--- src/rtl/fifo_uart_tx_pkg.sv ---
// Shared types and line-level constants for the FIFO-fed UART transmitter.
package fifo_uart_tx_pkg;

    typedef enum logic [2:0] {
        IDLE,
        START,
        DATA,
        PARITY,
        STOP
    } tx_state_t;

    localparam logic TX_IDLE_LEVEL = 1'b1;
    localparam logic START_LEVEL   = 1'b0;

    localparam logic PAR_EVEN = 1'b0;
    localparam logic PAR_ODD  = 1'b1;

endpackage

--- src/rtl/fifo_uart_tx_baud.sv ---
// Bit-period counter: counts 0..CLKS_PER_BIT-1 while running and ticks on the final count.
module fifo_uart_tx_baud #(
    parameter int CLKS_PER_BIT = 16,
    parameter int CNT_WIDTH    = 5
) (
    input  logic clk,
    input  logic rst,
    input  logic clear,
    input  logic run,
    output logic tick
);
    logic [CNT_WIDTH-1:0] cnt;

    assign tick = run && (cnt == CNT_WIDTH'(CLKS_PER_BIT - 1));

    always_ff @(posedge clk or posedge rst) begin
        if (rst) begin
            cnt <= '0;
        end else if (clear || !run || tick) begin
            cnt <= '0;
        end else begin
            cnt <= cnt + 1'b1;
        end
    end

endmodule

--- src/rtl/fifo_uart_tx.sv ---
// FIFO read-side UART transmitter: pops one word per frame and serialises it LSB first.
// Define FIFO_UART_TX_STOP2_EN to add the stop2 input (optional second stop bit).
module fifo_uart_tx
    import fifo_uart_tx_pkg::*;
#(
    parameter int DATA_WIDTH   = 8,
    parameter int CLKS_PER_BIT = 16,
    parameter int CNT_WIDTH    = 5
) (
    input  logic                  clk,
    input  logic                  rst,
    input  logic                  tx_en,
    input  logic                  fifo_empty,
    input  logic [DATA_WIDTH-1:0] fifo_rd_data,
    input  logic                  par_en,
    input  logic                  par_typ,
`ifdef FIFO_UART_TX_STOP2_EN
    input  logic                  stop2,
`endif
    output logic                  fifo_rd_inc,
    output logic                  tx_out,
    output logic                  busy
);
    localparam int IDX_W = (DATA_WIDTH > 1) ? $clog2(DATA_WIDTH) : 1;

    tx_state_t             state, state_nxt;
    logic [DATA_WIDTH-1:0] shreg, shreg_nxt;
    logic [IDX_W-1:0]      bit_idx, bit_idx_nxt;
    logic                  par_en_q, par_en_nxt;
    logic                  par_bit_q, par_bit_nxt;
    logic                  tx_nxt;
    logic                  tick;
    logic                  stop_last;
    logic                  pop;
`ifdef FIFO_UART_TX_STOP2_EN
    logic                  stop2_q, stop2_nxt;
    logic                  stop_sec, stop_sec_nxt;
`endif

    function automatic logic parity_bit(input logic [DATA_WIDTH-1:0] d, input logic typ);
        logic p;
        p = ^d;
        case (typ)
            PAR_EVEN: p = ^d;
            PAR_ODD:  p = ~(^d);
            default:  p = ^d;
        endcase
        return p;
    endfunction

    fifo_uart_tx_baud #(
        .CLKS_PER_BIT(CLKS_PER_BIT),
        .CNT_WIDTH   (CNT_WIDTH)
    ) u_baud (
        .clk  (clk),
        .rst  (rst),
        .clear(pop),
        .run  (busy),
        .tick (tick)
    );

    assign busy = (state != IDLE);

`ifdef FIFO_UART_TX_STOP2_EN
    assign stop_last = !stop2_q || stop_sec;
`else
    assign stop_last = 1'b1;
`endif

    // A pop is only possible while idle or in the very last stop cycle, so one pop per frame.
    assign pop = tx_en && !fifo_empty &&
                 ((state == IDLE) || ((state == STOP) && tick && stop_last));
    assign fifo_rd_inc = pop && !rst;

    always_comb begin
        state_nxt   = state;
        shreg_nxt   = shreg;
        bit_idx_nxt = bit_idx;
        par_en_nxt  = par_en_q;
        par_bit_nxt = par_bit_q;
`ifdef FIFO_UART_TX_STOP2_EN
        stop2_nxt    = stop2_q;
        stop_sec_nxt = stop_sec;
`endif
        if (pop) begin
            state_nxt   = START;
            shreg_nxt   = fifo_rd_data;
            bit_idx_nxt = '0;
            par_en_nxt  = par_en;
            par_bit_nxt = parity_bit(fifo_rd_data, par_typ);
`ifdef FIFO_UART_TX_STOP2_EN
            stop2_nxt    = stop2;
            stop_sec_nxt = 1'b0;
`endif
        end else if (tick) begin
            case (state)
                START: state_nxt = DATA;
                DATA: begin
                    if (bit_idx == IDX_W'(DATA_WIDTH - 1)) begin
                        bit_idx_nxt = '0;
                        state_nxt   = par_en_q ? PARITY : STOP;
                    end else begin
                        bit_idx_nxt = bit_idx + 1'b1;
                        shreg_nxt   = shreg >> 1;
                    end
                end
                PARITY: state_nxt = STOP;
                STOP: begin
                    if (stop_last) begin
                        state_nxt = IDLE;
                    end
`ifdef FIFO_UART_TX_STOP2_EN
                    else begin
                        stop_sec_nxt = 1'b1;
                    end
`endif
                end
                default: state_nxt = state;
            endcase
        end

        // Line level is registered, so it is derived from the upcoming state.
        tx_nxt = TX_IDLE_LEVEL;
        case (state_nxt)
            START:   tx_nxt = START_LEVEL;
            DATA:    tx_nxt = shreg_nxt[0];
            PARITY:  tx_nxt = par_bit_nxt;
            default: tx_nxt = TX_IDLE_LEVEL;
        endcase
    end

    always_ff @(posedge clk or posedge rst) begin
        if (rst) begin
            state    <= IDLE;
            bit_idx  <= '0;
            par_en_q <= 1'b0;
            tx_out   <= TX_IDLE_LEVEL;
`ifdef FIFO_UART_TX_STOP2_EN
            stop2_q  <= 1'b0;
            stop_sec <= 1'b0;
`endif
        end else begin
            state    <= state_nxt;
            bit_idx  <= bit_idx_nxt;
            par_en_q <= par_en_nxt;
            tx_out   <= tx_nxt;
`ifdef FIFO_UART_TX_STOP2_EN
            stop2_q  <= stop2_nxt;
            stop_sec <= stop_sec_nxt;
`endif
        end
    end

    // Payload registers carry no reset; they are always reloaded on a pop before use.
    always_ff @(posedge clk) begin
        shreg     <= shreg_nxt;
        par_bit_q <= par_bit_nxt;
    end

endmodule

--- config.mk ---
export PLATFORM = sky130hd
export DESIGN_NAME = fifo_uart_tx
export DESIGN_NICKNAME = d
export VERILOG_FILES = /design/src/rtl/fifo_uart_tx_pkg.sv /design/src/rtl/fifo_uart_tx_baud.sv /design/src/rtl/fifo_uart_tx.sv
export SDC_FILE = /design/constraint.sdc
export NUM_CORES = 1
export LEC_CHECK = 0
export CAP_MARGIN = 20
export CORE_ASPECT_RATIO = 0.75
export CORE_UTILIZATION = 50
export CTS_CLUSTER_SIZE = 24
export DETAILED_ROUTE_END_ITERATION = 7
export GPL_TIMING_DRIVEN = 0
export PLACE_DENSITY = 0.75
export REMOVE_ABC_BUFFERS = 1
export SLEW_MARGIN = 20
export SYNTH_ARGS = -nofsm -noshare
export SYNTH_HDL_FRONTEND = slang
export SYNTH_SLANG_ARGS = --single-unit
export TNS_END_PERCENT = 10
--- constraint.sdc ---
create_clock -name clk -period 2.85 [get_ports clk]
set_input_delay 0.4275 -clock clk [delete_from_list [all_inputs] [get_ports clk]]
set_output_delay 0.4275 -clock clk [all_outputs]
set_load 0.01 [all_outputs]
# After elaboration in Yosys (flattened, before gate mapping)
# Index checks and enable logic that the tools add are counted.
[op_classes] n_addsub=2 n_eq_ne=10 mux=17 bitwise=2 n_reduce_logical=18
[ops] op="8-bit 2-to-1 mux" count=4
[ops] op="3-bit 2-to-1 mux" count=8
[ops] op="3-bit by 2-bit == test with 1-bit output (second input constant)" count=4
[ops] op="3-bit case mux with 4 select lines" count=1
[ops] op="8-bit XOR reduction" count=1
[ops] op="3-bit by 1-bit == test with 1-bit output (second input constant)" count=2
[ops] op="3-bit == test (second input constant)" count=2
[ops] op="5-bit by 1-bit adder with 5-bit output (second input constant)" count=1
[ops] op="5-bit by 4-bit == test with 1-bit output (second input constant)" count=1
[ops] op="1-bit logical AND" count=5
[ops] op="5-bit 2-to-1 mux" count=1
[ops] op="2-bit nonzero test" count=2
[ops] op="3-bit by 1-bit adder with 3-bit output (second input constant)" count=1
[ops] op="1-bit zero test" count=3
[ops] op="3-bit zero test" count=1
[ops] op="1-bit logical OR" count=3
[ops] op="1-bit case mux with 3 select lines" count=1
[ops] op="3-bit AND reduction" count=1
[ops] op="3-bit nonzero test" count=1
[ops] op="2-bit inequality test (second input constant)" count=1
[ops] op="1-bit NOT" count=2
[ops] op="1-bit case mux with 2 select lines" count=1
[ops] op="2-bit AND reduction" count=1
[ops] op="1-bit 2-to-1 mux" count=1
[totals] ff_bits=22 inputBits=14 output_inout_bits=3 elab_cells=57

# Longest topological paths before layout
[depth] depth_word=8 ltp_mapped=8

# Cells and area by module
# A second synthesis with hierarchy kept.
[hier_totals] cells_unflattened=103 hier_area_um2=1127.3
[modules_own_cells] mod="fifo_uart_tx" n_inst=1 cells_per_inst=81 area_each_um2=880.8
[modules_own_cells] mod="fifo_uart_tx_baud" n_inst=1 cells_per_inst=22 area_each_um2=246.5

# Worst setup path before layout
# OpenSTA, ideal clock, no wires.
[synth_path] kind="register to register" start="register u_baud.cnt[0]" end="register shreg[1] (enable)" setup_time_ps=268 t_arrival_ps=1962 setup_slack_ps=620 stages_incl_launch_ff=9 synth_period_minus_slack_ps=2230 cell_sequence="dfrtp_1 ha_1 and3_1 ha_1 and4bb_1 buf_6 and2_0 clkbuf_1 or2_2"
[synth_via] elab_chain_len=7 word_cells_on_any_way=9 cone_classes="eq/ne: 2; reduce/logical: 7"
[synth_rtl] element="start: declaration" line_no="fifo_uart_tx_baud.sv:12" source="logic [CNT_WIDTH-1:0] cnt;"
[synth_rtl] element="start signal: assignment" line_no="fifo_uart_tx_baud.sv:22" source="cnt <= cnt + 1'b1;"
[synth_rtl] element="5-bit by 4-bit == test with 1-bit output *" line_no="fifo_uart_tx_baud.sv:14" source="assign tick = run && (cnt == CNT_WIDTH'(CLKS_PER_BIT - 1));"
[synth_rtl] element="1-bit logical AND *" line_no="fifo_uart_tx_baud.sv:14"
[synth_rtl] element="1-bit logical AND" line_no="fifo_uart_tx.sv:72" source="((state == IDLE) || ((state == STOP) && tick && stop_last));"
[synth_rtl] element="1-bit logical OR" line_no="fifo_uart_tx.sv:72"
[synth_rtl] element="1-bit logical AND" line_no="fifo_uart_tx.sv:71" source="assign pop = tx_en && !fifo_empty &&"
[synth_rtl] element="2-bit inequality test (no line) or 2-bit nonzero test (tied branches)"
[synth_rtl] element="3-bit AND reduction (no line) *"
[synth_rtl] element="end signal: assignment" line_no="fifo_uart_tx.sv:156" source="shreg <= shreg_nxt;"
[synth_rtl] element="end: declaration" line_no="fifo_uart_tx.sv:27" source="logic [DATA_WIDTH-1:0] shreg, shreg_nxt;"
# Mark *: on every way between the ends. The rest lies on a longest branch, timed or not.
# A chain may end at the register's enable or synchronous reset.

# Worst setup path after layout
[layout_path] start="register u_baud.cnt[0]" end="output port fifo_rd_inc"
[layout_via] elab_chain_len=6
[layout_rtl] element="5-bit by 4-bit == test with 1-bit output" line_no="fifo_uart_tx_baud.sv:14"
[layout_rtl] element="1-bit logical AND" line_no="fifo_uart_tx_baud.sv:14"
[layout_rtl] element="1-bit logical AND" line_no="fifo_uart_tx.sv:72"
[layout_rtl] element="1-bit logical OR" line_no="fifo_uart_tx.sv:72"
[layout_rtl] element="1-bit logical AND" line_no="fifo_uart_tx.sv:71"
[layout_rtl] element="1-bit logical AND" line_no="fifo_uart_tx.sv:73" source="assign fifo_rd_inc = pop && !rst;"
[layout_rtl] element="end: declaration" line_no="fifo_uart_tx.sv:20" source="output logic fifo_rd_inc,"
# Every way passes these cells.

==> results.cfg <==
[outcome]
status = complete, but fails checks
violations = DRC

[power]
power_leakage_uw = 0.000553
powerDensity_mw_per_mm2 = 734
ir_worst_vdd_mv = 0.412

[detailed_routing]
drt-pass1-iter-count = 6
viasPerCell = 5.57
vias = 797
drc_errors = 2
wl_per_cell_um = 14.9
drtAntennaViolNets = 0
drt_iter0_drc = 32
wirelength_mm = 2.13

[placement]
dp_slack_ns = 0.123
dpl_cell_area_mm2 = 0.00131
hpwl_mm = 1.58
routabilityCongestion = 0.783
io_buffers = 16

[timing]
hold_viol_final = 0
period_needed_ns = 2.66
fin_hold_ws_ns = 0.454
max_freq_mhz = 376
setup_viol = 0
finalSetupTns_ns = 0
tightest_slew_ns = 0.470
rsz0062_at_grt = no
min_period_over_period_pct = 93.3
maxSlewHeadroom_pct = 68.6
setup_ws_ns = 0.192
timing.clock.skew_ns = 0.00591
maxSlewViolCount = 0

[job]
drv_cap = 0

[synthesis]
ys_seq_area_share_pct = 50.9
synth_common_cells = 12 x dfrtp_1, 10 x nor2_1, 7 x edfxtp_1
ys_async_sr_fraction_pct = 59.1
synth-seq-cells = 22
yosysMostFrequentCell = dfrtp_1
synth_edf_count = 7
synth_area_mm2 = 0.00113
synth_cell_types = 39
synth_largest_area_cell = dfrtp_1
syn_area_per_cell_um2 = 11.2
yosys_warnings = 0
synth_area_leaders = dfrtp_1 27%, edfxtp_1 19%, a22o_1 4.6%
postSynthCellCount = 101
synthFlopType = dfrtp_1
yosysTopAreaCellShare_pct = 26.5

[min_path]
hp-class = primary input to asynchronous set/reset pin

[setup_path]
rrSetupSlack_ns = 0.49
rr_endpoint = shreg[5]
startpoint_type = flip-flop
rr_startpoint = u_baud.cnt[0]
end_kind = output port
crit_chain = ha_1 -> and3_1 -> ha_2 -> nand2b_1 -> nand2_2 -> nor2_1 -> clkdlybuf4s50_1
reg2reg_depth = 6
cp_max_fo = 8
cp.required_ns = 2.42
cp_slowest_stage_delay_ns = 0.54
arrival_ns = 2.23
critPathKind = flip-flop to output port
crit_path_top_delay_cell = clkdlybuf4s50_1

[floorplanning]
core_region_area_mm2 = 0.00207
ios = 17
die_x_um = 57.0
rows = 14
dieArea_mm2 = 0.00246
initial_utilization_pct = 54.8
die_h_um = 43.2

[global_routing]
grt_antenna_before_repair = 0
grt_pass1_wl_mm = 3.50
grt_start_max_net_pins = 14
grt_pass1_vias = 754
grt_use_total_pct = 19.8
overflow = 0

[cts]
insertion_delay_ns = 0.31
cts_buffer_depth = 2
clk_pin_slew_worst_paths_ns = 0.12
tritoncts = done
cts_buffers = 3
post_cts.repair.setup_buffers = 0
h-tree-depth = 1
clockRootBuffer = clkbuf_4
clkSinkCount = 22

[final_layout]
drive_gt1_share_pct = 10.9
area_growth_pct = 19.7
num_antenna_cells = 0
nets = 138
fin_util_pct = 65.6
fin_area_mm2 = 0.00136
## layout by cell type, fill, tap and decap left out, types with 4 or more instances in the layout
cell             Yosys  routed
inv_1                6       6
dfrtp_1             12      12
clkdlybuf4s50_1      0      16
xnor2_1              5       5
nand2b_1             4       4
edfxtp_1             7       7
nand2_1              5       4
nor2_1              10      10
a22o_1               6       6
## metrics by stage
stage | power (uW) | cells
2_1_floorplan | 726 | 99
3_3_place_gp | 806 | 139
3_5_place_dp | 826 | 139
4_1_cts | 996 | 143
5_1_grt | 1070 | 143
6_report | 995 | 143
## sequential cells by signal (all words and copies together) (netlist names)
register / count
u_baud.cnt: 5
state: 3
shreg: 8
tx_out: 1
par_bit_q: 1
par_en_q: 1
bit_idx: 3
## area by class of cell
type / count / area [um2]
fill: 177 / 712
sequential: 22 / 577
multi-input combinational: 71 / 529
timing repair buffer: 16 / 160
clock buffer: 4 / 36.3
tap: 24 / 30.0
inverter: 6 / 22.5
## worst max-delay path: cells and delay by family (launching register included)
family | cells | cell delay (ns)
adder cells (fa/ha/maj) | 2 | 0.43
buffers and inverters | 1 | 0.54
flip-flops | 1 | 0.39
AND/OR/NAND/NOR | 4 | 0.56
## cell families after synthesis
kind of cell	share of synthesized area (%)
AOI/OAI and AO/OA	11.2
xor gates and xnor gates	8.18
adders and majority gates	4.42
buffers and inverters	3.31
DFF	50.9
muxes	1.77
and+or+nand+nor	20.2
## repair_timing
item / in CTS / in global routing
hold buffers: 0 / 0
endpoints found under the hold margin: 0 / 0
setup endpoints to repair: 0 / 1
gates resized for setup: 0 / 3
## how the worst max path moves through the flow
stage / slack, ns / endpoint / cells past startpoint / start
CTS: 0.09 / fifo_rd_inc / 7 / u_baud.cnt[0]
floorplan: 0.69 / shreg[1] / 6 / u_baud.cnt[0]
finish: 0.19 / fifo_rd_inc / 7 / u_baud.cnt[0]
detailed placement: 0.12 / fifo_rd_inc / 5 / tx_en
global placement: 0.13 / fifo_rd_inc / 5 / tx_en
global route: 0.03 / fifo_rd_inc / 7 / u_baud.cnt[0]
## layer usage
metal	track usage, %	routed length [um]
met2	28.2	921
met5	0	0
met4	7.80	13
met1	27.4	1100
met3	7.01	92
## where the power goes
part | internal [uW] | leakage [uW] | switching [uW] | total [uW]
logic | 170 | 0.000297 | 164 | 334
registers | 426 | 0.000235 | 65.0 | 491
clock network | 78.1 | 0.0000210 | 92.7 | 171
total | 673 | 0.000553 | 321 | 995
No activity file was read; power rests on OpenSTA's default activity.
